--- config.mk ---
export PLATFORM = sky130hd
export DESIGN_NAME = mps_mc_sequencer
export DESIGN_NICKNAME = d
export VERILOG_FILES = /design/src/rtl/mps_mc_sequencer.sv
export SDC_FILE = /design/constraint.sdc
export NUM_CORES = 1
export LEC_CHECK = 0
export ABC_AREA = 1
export BUFFER_PORTS_ARGS = -buffer_cell sky130_fd_sc_hd__buf_2
export CAP_MARGIN = 20
export CORE_UTILIZATION = 48
export CTS_CLUSTER_DIAMETER = 60
export CTS_CLUSTER_SIZE = 14
export DETAILED_ROUTE_END_ITERATION = 10
export PLACE_DENSITY = 0.85
export SETUP_SLACK_MARGIN = 0.2
export SLEW_MARGIN = 30
export SYNTH_ARGS = -nofsm -noshare
export SYNTH_HDL_FRONTEND = slang
export SYNTH_SLANG_ARGS = --single-unit
--- constraint.sdc ---
create_clock -name i_clk -period 3.8 [get_ports i_clk]
set_input_delay 0.95 -clock i_clk [delete_from_list [all_inputs] [get_ports i_clk]]
set_output_delay 0.95 -clock i_clk [all_outputs]
set_load 0.02 [all_outputs]
--- src/rtl/mps_mc_sequencer.sv ---
// mps_mc_sequencer: main-contactor power-up/power-down sequencer with precharge, settle, discharge and fault latch.
// Optional contactor feedback supervision is built only when MC_FB_CHECK_EN is defined.
module mps_mc_sequencer #(
    parameter int T_PRE_MAX = 200000000,
    parameter int T_SETTLE  = 10000000,
    parameter int T_DIS     = 40000000,
    parameter int FB_DEB    = 2000
) (
    input  logic        i_clk,
    input  logic        i_rst,
    input  logic        i_on_req,
    input  logic        i_off_req,
    input  logic        i_intl,
    input  logic        i_fault_clr,
    input  logic [31:0] i_dc_v,
    input  logic [31:0] i_dc_v_th,
    input  logic [1:0]  i_mc_fb,
    output logic [2:0]  o_mc,
    output logic        o_ready,
    output logic        o_fault,
    output logic [2:0]  o_fault_code,
    output logic [3:0]  o_state
);
    typedef enum logic [3:0] {
        IDLE    = 4'd0,
        PRECHG  = 4'd1,
        MAIN_ON = 4'd2,
        SETTLE  = 4'd3,
        READY   = 4'd4,
        OFF     = 4'd5,
        DISCHG  = 4'd6,
        FAULT   = 4'd7
    } state_t;

    localparam int M1   = T_PRE_MAX > T_SETTLE ? T_PRE_MAX : T_SETTLE;
    localparam int MAXP = M1 > T_DIS ? M1 : T_DIS;
    localparam int CW   = MAXP > 1 ? $clog2(MAXP) : 1;
    localparam logic [CW-1:0] PRE_END = CW'(T_PRE_MAX - 1);
    localparam logic [CW-1:0] SET_END = CW'(T_SETTLE - 1);
    localparam logic [CW-1:0] DIS_END = CW'(T_DIS - 1);

    state_t        r_state;
    state_t        w_nxt;
    logic [CW-1:0] r_cnt;
    logic [2:0]    r_mc;
    logic          r_ready;
    logic          r_fault;
    logic [2:0]    r_code;
    logic [2:0]    w_code;
    logic          w_act;
    logic          w_deb_hit;

    function automatic logic [2:0] mc_of(input state_t s);
        return (s == PRECHG) ? 3'b001 :
               (s == MAIN_ON) ? 3'b011 :
               (s == SETTLE || s == READY) ? 3'b010 :
               (s == DISCHG || s == FAULT) ? 3'b100 : 3'b000;
    endfunction

`ifdef MC_FB_CHECK_EN
    localparam int DW = FB_DEB > 1 ? $clog2(FB_DEB) : 1;
    logic [DW-1:0] r_deb;
    logic          w_mis;
    // Feedback is compared against the registered drive, which is steady in SETTLE/READY.
    assign w_mis     = (r_state == SETTLE || r_state == READY) && (i_mc_fb != r_mc[1:0]);
    assign w_deb_hit = w_mis && (r_deb == DW'(FB_DEB - 1));
    always_ff @(posedge i_clk or negedge i_rst) begin
        if (!i_rst) r_deb <= '0;
        else        r_deb <= (w_mis && !w_deb_hit) ? r_deb + 1'b1 : '0;
    end
`else
    logic w_unused;
    assign w_unused  = ^i_mc_fb;
    assign w_deb_hit = 1'b0;
`endif

    assign w_act = (r_state == PRECHG) || (r_state == MAIN_ON) || (r_state == SETTLE) || (r_state == READY);

    always_comb begin
        w_nxt  = r_state;
        w_code = r_code;
        if (r_state == FAULT) begin
            if (i_fault_clr && !i_intl) begin
                w_nxt  = IDLE;
                w_code = 3'd0;
            end
        end else if (i_intl) begin
            w_nxt  = FAULT;
            w_code = 3'd1;
        end else if (w_deb_hit) begin
            w_nxt  = FAULT;
            w_code = 3'd3;
        end else if (w_act && (i_off_req || !i_on_req)) begin
            w_nxt = OFF;
        end else begin
            case (r_state)
                IDLE:    if (i_on_req && !i_off_req) w_nxt = PRECHG;
                PRECHG:  if (i_dc_v >= i_dc_v_th) w_nxt = MAIN_ON;
                         else if (r_cnt == PRE_END) begin
                             w_nxt  = FAULT;
                             w_code = 3'd2;
                         end
                MAIN_ON: if (r_cnt == SET_END) w_nxt = SETTLE;
                SETTLE:  if (r_cnt == SET_END) w_nxt = READY;
                OFF:     if (r_cnt == SET_END) w_nxt = DISCHG;
                DISCHG:  if (r_cnt == DIS_END) w_nxt = IDLE;
                default: ;
            endcase
        end
    end

    always_ff @(posedge i_clk or negedge i_rst) begin
        if (!i_rst) begin
            r_state <= IDLE;
            r_cnt   <= '0;
            r_mc    <= 3'b000;
            r_ready <= 1'b0;
            r_fault <= 1'b0;
            r_code  <= 3'd0;
        end else begin
            r_state <= w_nxt;
            r_cnt   <= (w_nxt != r_state) ? '0 : (&r_cnt) ? r_cnt : r_cnt + 1'b1;
            r_mc    <= mc_of(w_nxt);
            r_ready <= (w_nxt == READY);
            r_fault <= (w_nxt == FAULT);
            r_code  <= w_code;
        end
    end

    assign o_mc         = r_mc;
    assign o_ready      = r_ready;
    assign o_fault      = r_fault;
    assign o_fault_code = r_code;
    assign o_state      = r_state;
endmodule

# Word-level counts from Yosys, hierarchy flattened
# Index checks and enable logic that the tools add are counted.
dict set report word_totals {
  regBits 40
  input_bits 72
  output_inout_bits 12
  wordCells 71
}
dict set report classes {
  n_addsub 1
  order_cmp 1
  eq_ne 21
  muxes 25
  reduce_logical 17
}
# op n
set op_table {}
lappend op_table {{$mux W28} 2}
lappend op_table {{$mux W4} 11}
lappend op_table {{$mux W3} 11}
lappend op_table {{$ge A32 B32 Y1} 1}
lappend op_table {{$add A28 B1 Y28 const B} 1}
lappend op_table {{$eq A28 B24 Y1 const B} 1}
lappend op_table {{$eq A28 B26 Y1 const B} 1}
lappend op_table {{$eq A28 B28 Y1 const B} 1}
lappend op_table {{$eq A4 B3 Y1 const B} 7}
lappend op_table {{$reduce_and A28 Y1} 1}
lappend op_table {{$pmux W4 S6} 1}
lappend op_table {{$eq A4 B2 Y1 const B} 4}
lappend op_table {{$eq A4 B1 Y1 const B} 2}
lappend op_table {{$logic_or A1 B1 Y1} 6}
lappend op_table {{$ne A3 B3 Y1 const B} 2}
lappend op_table {{$reduce_bool A3 Y1} 2}
lappend op_table {{$reduce_and A5 Y1} 1}
lappend op_table {{$logic_not A4 Y1} 1}
lappend op_table {{$ne A4 B4 Y1} 1}
lappend op_table {{$logic_and A1 B1 Y1} 3}
lappend op_table {{$logic_not A1 Y1} 3}
lappend op_table {{$ne A2 B1 Y1 const B} 1}
lappend op_table {{$ne A2 B2 Y1 const B} 1}

# Longest topological paths before layout
dict set report logic_depth {
  word_depth 14
  ltp_mapped 23
  ltp_nobuf 22
}

# Least setup slack after synthesis
# No wires, ideal clock.
dict set report synth_path {
  kind {input to register}
  start {input port i_dc_v_th[27]}
  end {register r_cnt[19]}
  setup_time_ps 69
  arrival_time_ps 2720
  required_time_ps 3731
  slack_ps 1011
  cell_stages 16
  path_buffers 1
  path_cell_list {inv_1 -> ha_1 -> a21oi_1 -> o21ai_0 -> nand2_1 -> nand2_1 -> nor2_1 -> nand3_1 -> nand2_1 -> nand3_2 -> nand2_1 -> nand3_2 -> nor3_4 -> nand2_4 -> buf_6 -> nor2_2}
}
dict set report synth_between {
  elab_chain_cells 8
  word_cells_on_any_way 9
  cone_classes {order compare (1); eq/ne (2); mux (6)}
}
# item line_no
set synth_rtl {}
lappend synth_rtl {{from (decl)} 16} ;# input logic [31:0] i_dc_v_th,
lappend synth_rtl {{$ge A32 B32 Y1 *} 98} ;# PRECHG: if (i_dc_v >= i_dc_v_th) w_nxt = MAIN_ON;
lappend synth_rtl {{$mux W4 *} 98}
lappend synth_rtl {{$pmux W4 S6 *} 96} ;# case (r_state)
lappend synth_rtl {{$mux W4 *} 93} ;# end else if (w_act && (i_off_req || !i_on_req)) begin
lappend synth_rtl {{$mux W4 *} 87} ;# end else if (i_intl) begin
lappend synth_rtl {{$mux W4 *} 82} ;# if (r_state == FAULT) begin
lappend synth_rtl {{$ne A4 B4 Y1 *} 122} ;# r_cnt <= (w_nxt != r_state) ? '0 : (&r_cnt) ? r_cnt : r_cnt + 1'b1;
lappend synth_rtl {{$ne A2 B2 Y1 (no line) or $mux W28 (tied branches)} n/a}
lappend synth_rtl {{to (signal assigned)} 122}
lappend synth_rtl {{to (decl)} 44} ;# logic [CW-1:0] r_cnt;
# Every way passes the cells marked *; elsewhere a longest branch is shown, timed or not.
# A chain may end at the register's enable or synchronous reset.

# Worst setup path after layout
dict set report layout_path {
  start {input port i_dc_v[27]}
  end {register r_cnt[13]}
}
dict set report layout_between {
  elab_chain_cells 8
  word_cells_on_any_way 9
  cone_classes {order compare (1); eq/ne (2); mux (6)}
}
# item line_no
set layout_rtl {}
lappend layout_rtl {{from (decl)} 15} ;# input logic [31:0] i_dc_v,
lappend layout_rtl {{$ge A32 B32 Y1 *} 98}
lappend layout_rtl {{$mux W4 *} 98}
lappend layout_rtl {{$pmux W4 S6 *} 96}
lappend layout_rtl {{$mux W4 *} 93}
lappend layout_rtl {{$mux W4 *} 87}
lappend layout_rtl {{$mux W4 *} 82}
lappend layout_rtl {{$ne A4 B4 Y1 *} 122}
lappend layout_rtl {{$ne A2 B2 Y1 (no line) or $mux W28 (tied branches)} n/a}
# Marks and branches as above.

==> flow_summary.ini <==
[run_status]
status = finished, final reports clean

[global_routing]
grt_pass1_vias = 3266
grt_max_degree = 40
grt_pass1_wl_um = 13500
antenna_found_initial = 0
grtUsageTotal = 0.221
gr-total-overflow = 0

[die]
io_pins = 84
dieArea_um2 = 7770
die_h_um = 88.1
initial_core_util = 0.494
row_count = 31
die_width_um = 88.1
core_um2 = 7210

[clock_tree]
clock_latency_ns = 0.30
hold_buffers = 0
cts_made_buffers = 5
root_buffer = clkbuf_8
htree_levels = 2
cts_buffer_depth = 2
numClockSinks = 39
postCtsSetupBuffers = 0
clk_pin_slew_worst_paths_ns = 0.08
cts_tree = yes
post_cts_resized = 0

[sta]
setup_tns_ns = 0
post-route-period-util = 0.793
drv_slew = 0
max_slew_margin = 0.457
finalHoldViolations = 0
fin_skew_ns = 0.00425
setup_viol = 0
min_period_ns = 3.01
tightest_slew_ns = 0.814
rsz0062_at_grt = false
fmax_mhz = 332

[layout]
final_util = 0.576
nFillCells = 689
final_cell_mix = nand2_1, inv_1, buf_2
layout_commonest_cell = nand2_1
drive_gt1_frac = 0.196
area_delta_synth_final_pct = 16.7
insertedDiodeCount = 0
final_nets = 721

[yosys]
synthCells = 535
netlist.area_leader.share = 0.274
synthTopCellsByArea = dfrtp_1, nand2_1, ha_1
yosysWarnings = 0
synthMuxAreaShare = 0.00281
synth_nets = 640
synth-compound-area-share = 0.0576
synth.distinct_cells = 32
synth.cell_area_um2 = 3560
yosys.area_share.simple = 0.386
ys_seq_area_frac = 0.274
avgSynthCellArea_um2 = 6.66
synth_xor_area_frac = 0.0467
synth_top_family_by_area = simple AND/OR/NAND/NOR gates
synthAdderAreaFrac = 0.116
synth_seq_cells = 39
synth.largest_area_cell = dfrtp_1

[placement]
dpl.hpwl_um = 6910
port_buffers = 80
gp_congestion = 0.938

[routing]
drt-wirelength-per-cell_um = 11.7
dr.pass1.iters = 6
wl_um = 8360
drc_errors = 0
dr.first_iter.drc_count = 197
vias = 3675
vias_per_cell = 5.13
final_antenna_net_count = 0

[critical_path]
cp_data_arrival_time_ns = 3.23
crit_fanout = 24
end_kind = flop
worstPathRequired_ns = 4.02
start_kind = input port
crit_type = input port to flop

[run]
maxCapViolCount = 0

[pwr]
swShare = 0.441
share_seq_of_total_power = 0.319
power.density_nw_per_um2 = 385
peakVddDrop_mv = 0.237
p_leak_uw = 0.00217
comb_power_share = 0.464
p_sw_uw = 705
p_int_uw = 893
clkPwrFrac = 0.217

[worst_hold_path]
hp-class = flop to flop
==> routing by layer <==
layer,GRT usage,part of all wire,vias up
li1,-,-,1865
met1,0.271,0.46,1659
met2,0.381,0.47,129
met3,0.0415,0.050,22
met4,0.0894,0.022,0
met5,0,0,-
==> sequential cells by signal, indices dropped and copies added, names as in the netlist <==
register / count
o_fault_code: 2
r_cnt: 28
o_ready: 1
o_state: 4
o_fault: 1
o_mc: 3
==> path summary, 6_finish.rpt <==
path	startpoint	to	slack (ns)	cells past startpoint
max in group asynchronous	i_rst	r_cnt[12]$_DFFE_PN0P_	2.55	1
worst min register to register	o_fault_code[0]$_DFFE_PN0P_	o_fault_code[0]$_DFFE_PN0P_	0.49	2
min in group asynchronous	i_rst	r_cnt[23]$_DFFE_PN0P_	0.74	1
worst max register to register	r_cnt[0]$_DFFE_PN0P_	r_cnt[23]$_DFFE_PN0P_	1.11	13
worst min-delay path	o_fault_code[0]$_DFFE_PN0P_	o_fault_code[0]$_DFFE_PN0P_	0.49	2
worst max-delay path	i_dc_v[27]	r_cnt[13]$_DFFE_PN0P_	0.79	15
==> cell families (layout without fill, tap and decap cells) <==
logic type	after synthesis	count (layout)
other	1	1
multiplexers	1	1
XOR/XNOR	19	19
AO/OA/AOI/OAI	37	37
buffers and inverters	105	187
flip-flops	39	39
AND/OR/NAND/NOR	300	300
adder cells (fa/ha/maj)	33	33
==> synthesized netlist by cell type (all sizes together) <==
library cell    n
nand3b          1
o31ai           1
ha             33
nor4            5
conb            1
buf             4
nor2           91
xor2           17
nand3          44
clkbuf          2
dfrtp          39
inv            99
a21oi          16
o311ai          1
a21o            4
nand4          16
a31oi           1
nor3           23
nand2         120
o21a            1
mux2i           1
xnor2           2
o21ai          13
==> power groups by stage <==
| stage | Combinational (uW) | Clock (uW) | Sequential (uW) |
|---|---|---|---|
| finish | 742 | 348 | 509 |
| global route | 831 | 371 | 517 |
| CTS | 742 | 354 | 509 |
| detailed placement | 740 | 0 | 518 |
| global placement | 717 | 0 | 516 |
| floorplan | 535 | 0 | 565 |
==> stage by stage <==
| step | cells | setup slack (ns) | instance area [um2] | power [uW] | hold slack, ns |
|---|---|---|---|---|---|
| after floorplan | 535 | 1.01 | 3560 | 1100 | 0.563 |
| after global placement | 708 | 0.576 | 4040 | 1230 | 0.471 |
| after detailed placement | 708 | 0.488 | 4040 | 1260 | 0.483 |
| after CTS | 716 | 0.796 | 4160 | 1610 | 0.502 |
| after global routing | 716 | 0.561 | 4160 | 1720 | 0.534 |
| final | 716 | 0.788 | 4160 | 1600 | 0.493 |
==> critical path, stage by stage <==
cell and delay [ns]:
buf_2 0.10, ha_1 0.32, a21oi_1 0.16, o21ai_0 0.09
nand2_1 0.06, nand2_1 0.04, nor2_1 0.21, nand3_1 0.11
nand2_1 0.11, nand3_2 0.11, nand2_1 0.10, nand3_2 0.08
nor3_4 0.28, nand2_4 0.31, nor2_1 0.17
==> cell type report <==
cell class / count / area, um2 / area share
Clock buffer: 5 / 68.8 / 0.0166
Timing Repair Buffer: 80 / 400 / 0.0963
Inverter: 99 / 372 / 0.0894
Clock inverter: 3 / 43.8 / 0.0105
Sequential cell: 39 / 976 / 0.235
Multi-Input combinational cell: 391 / 2170 / 0.523
Tap cell: 99 / 124 / 0.0298
No activity file was read; power rests on OpenSTA's default activity.
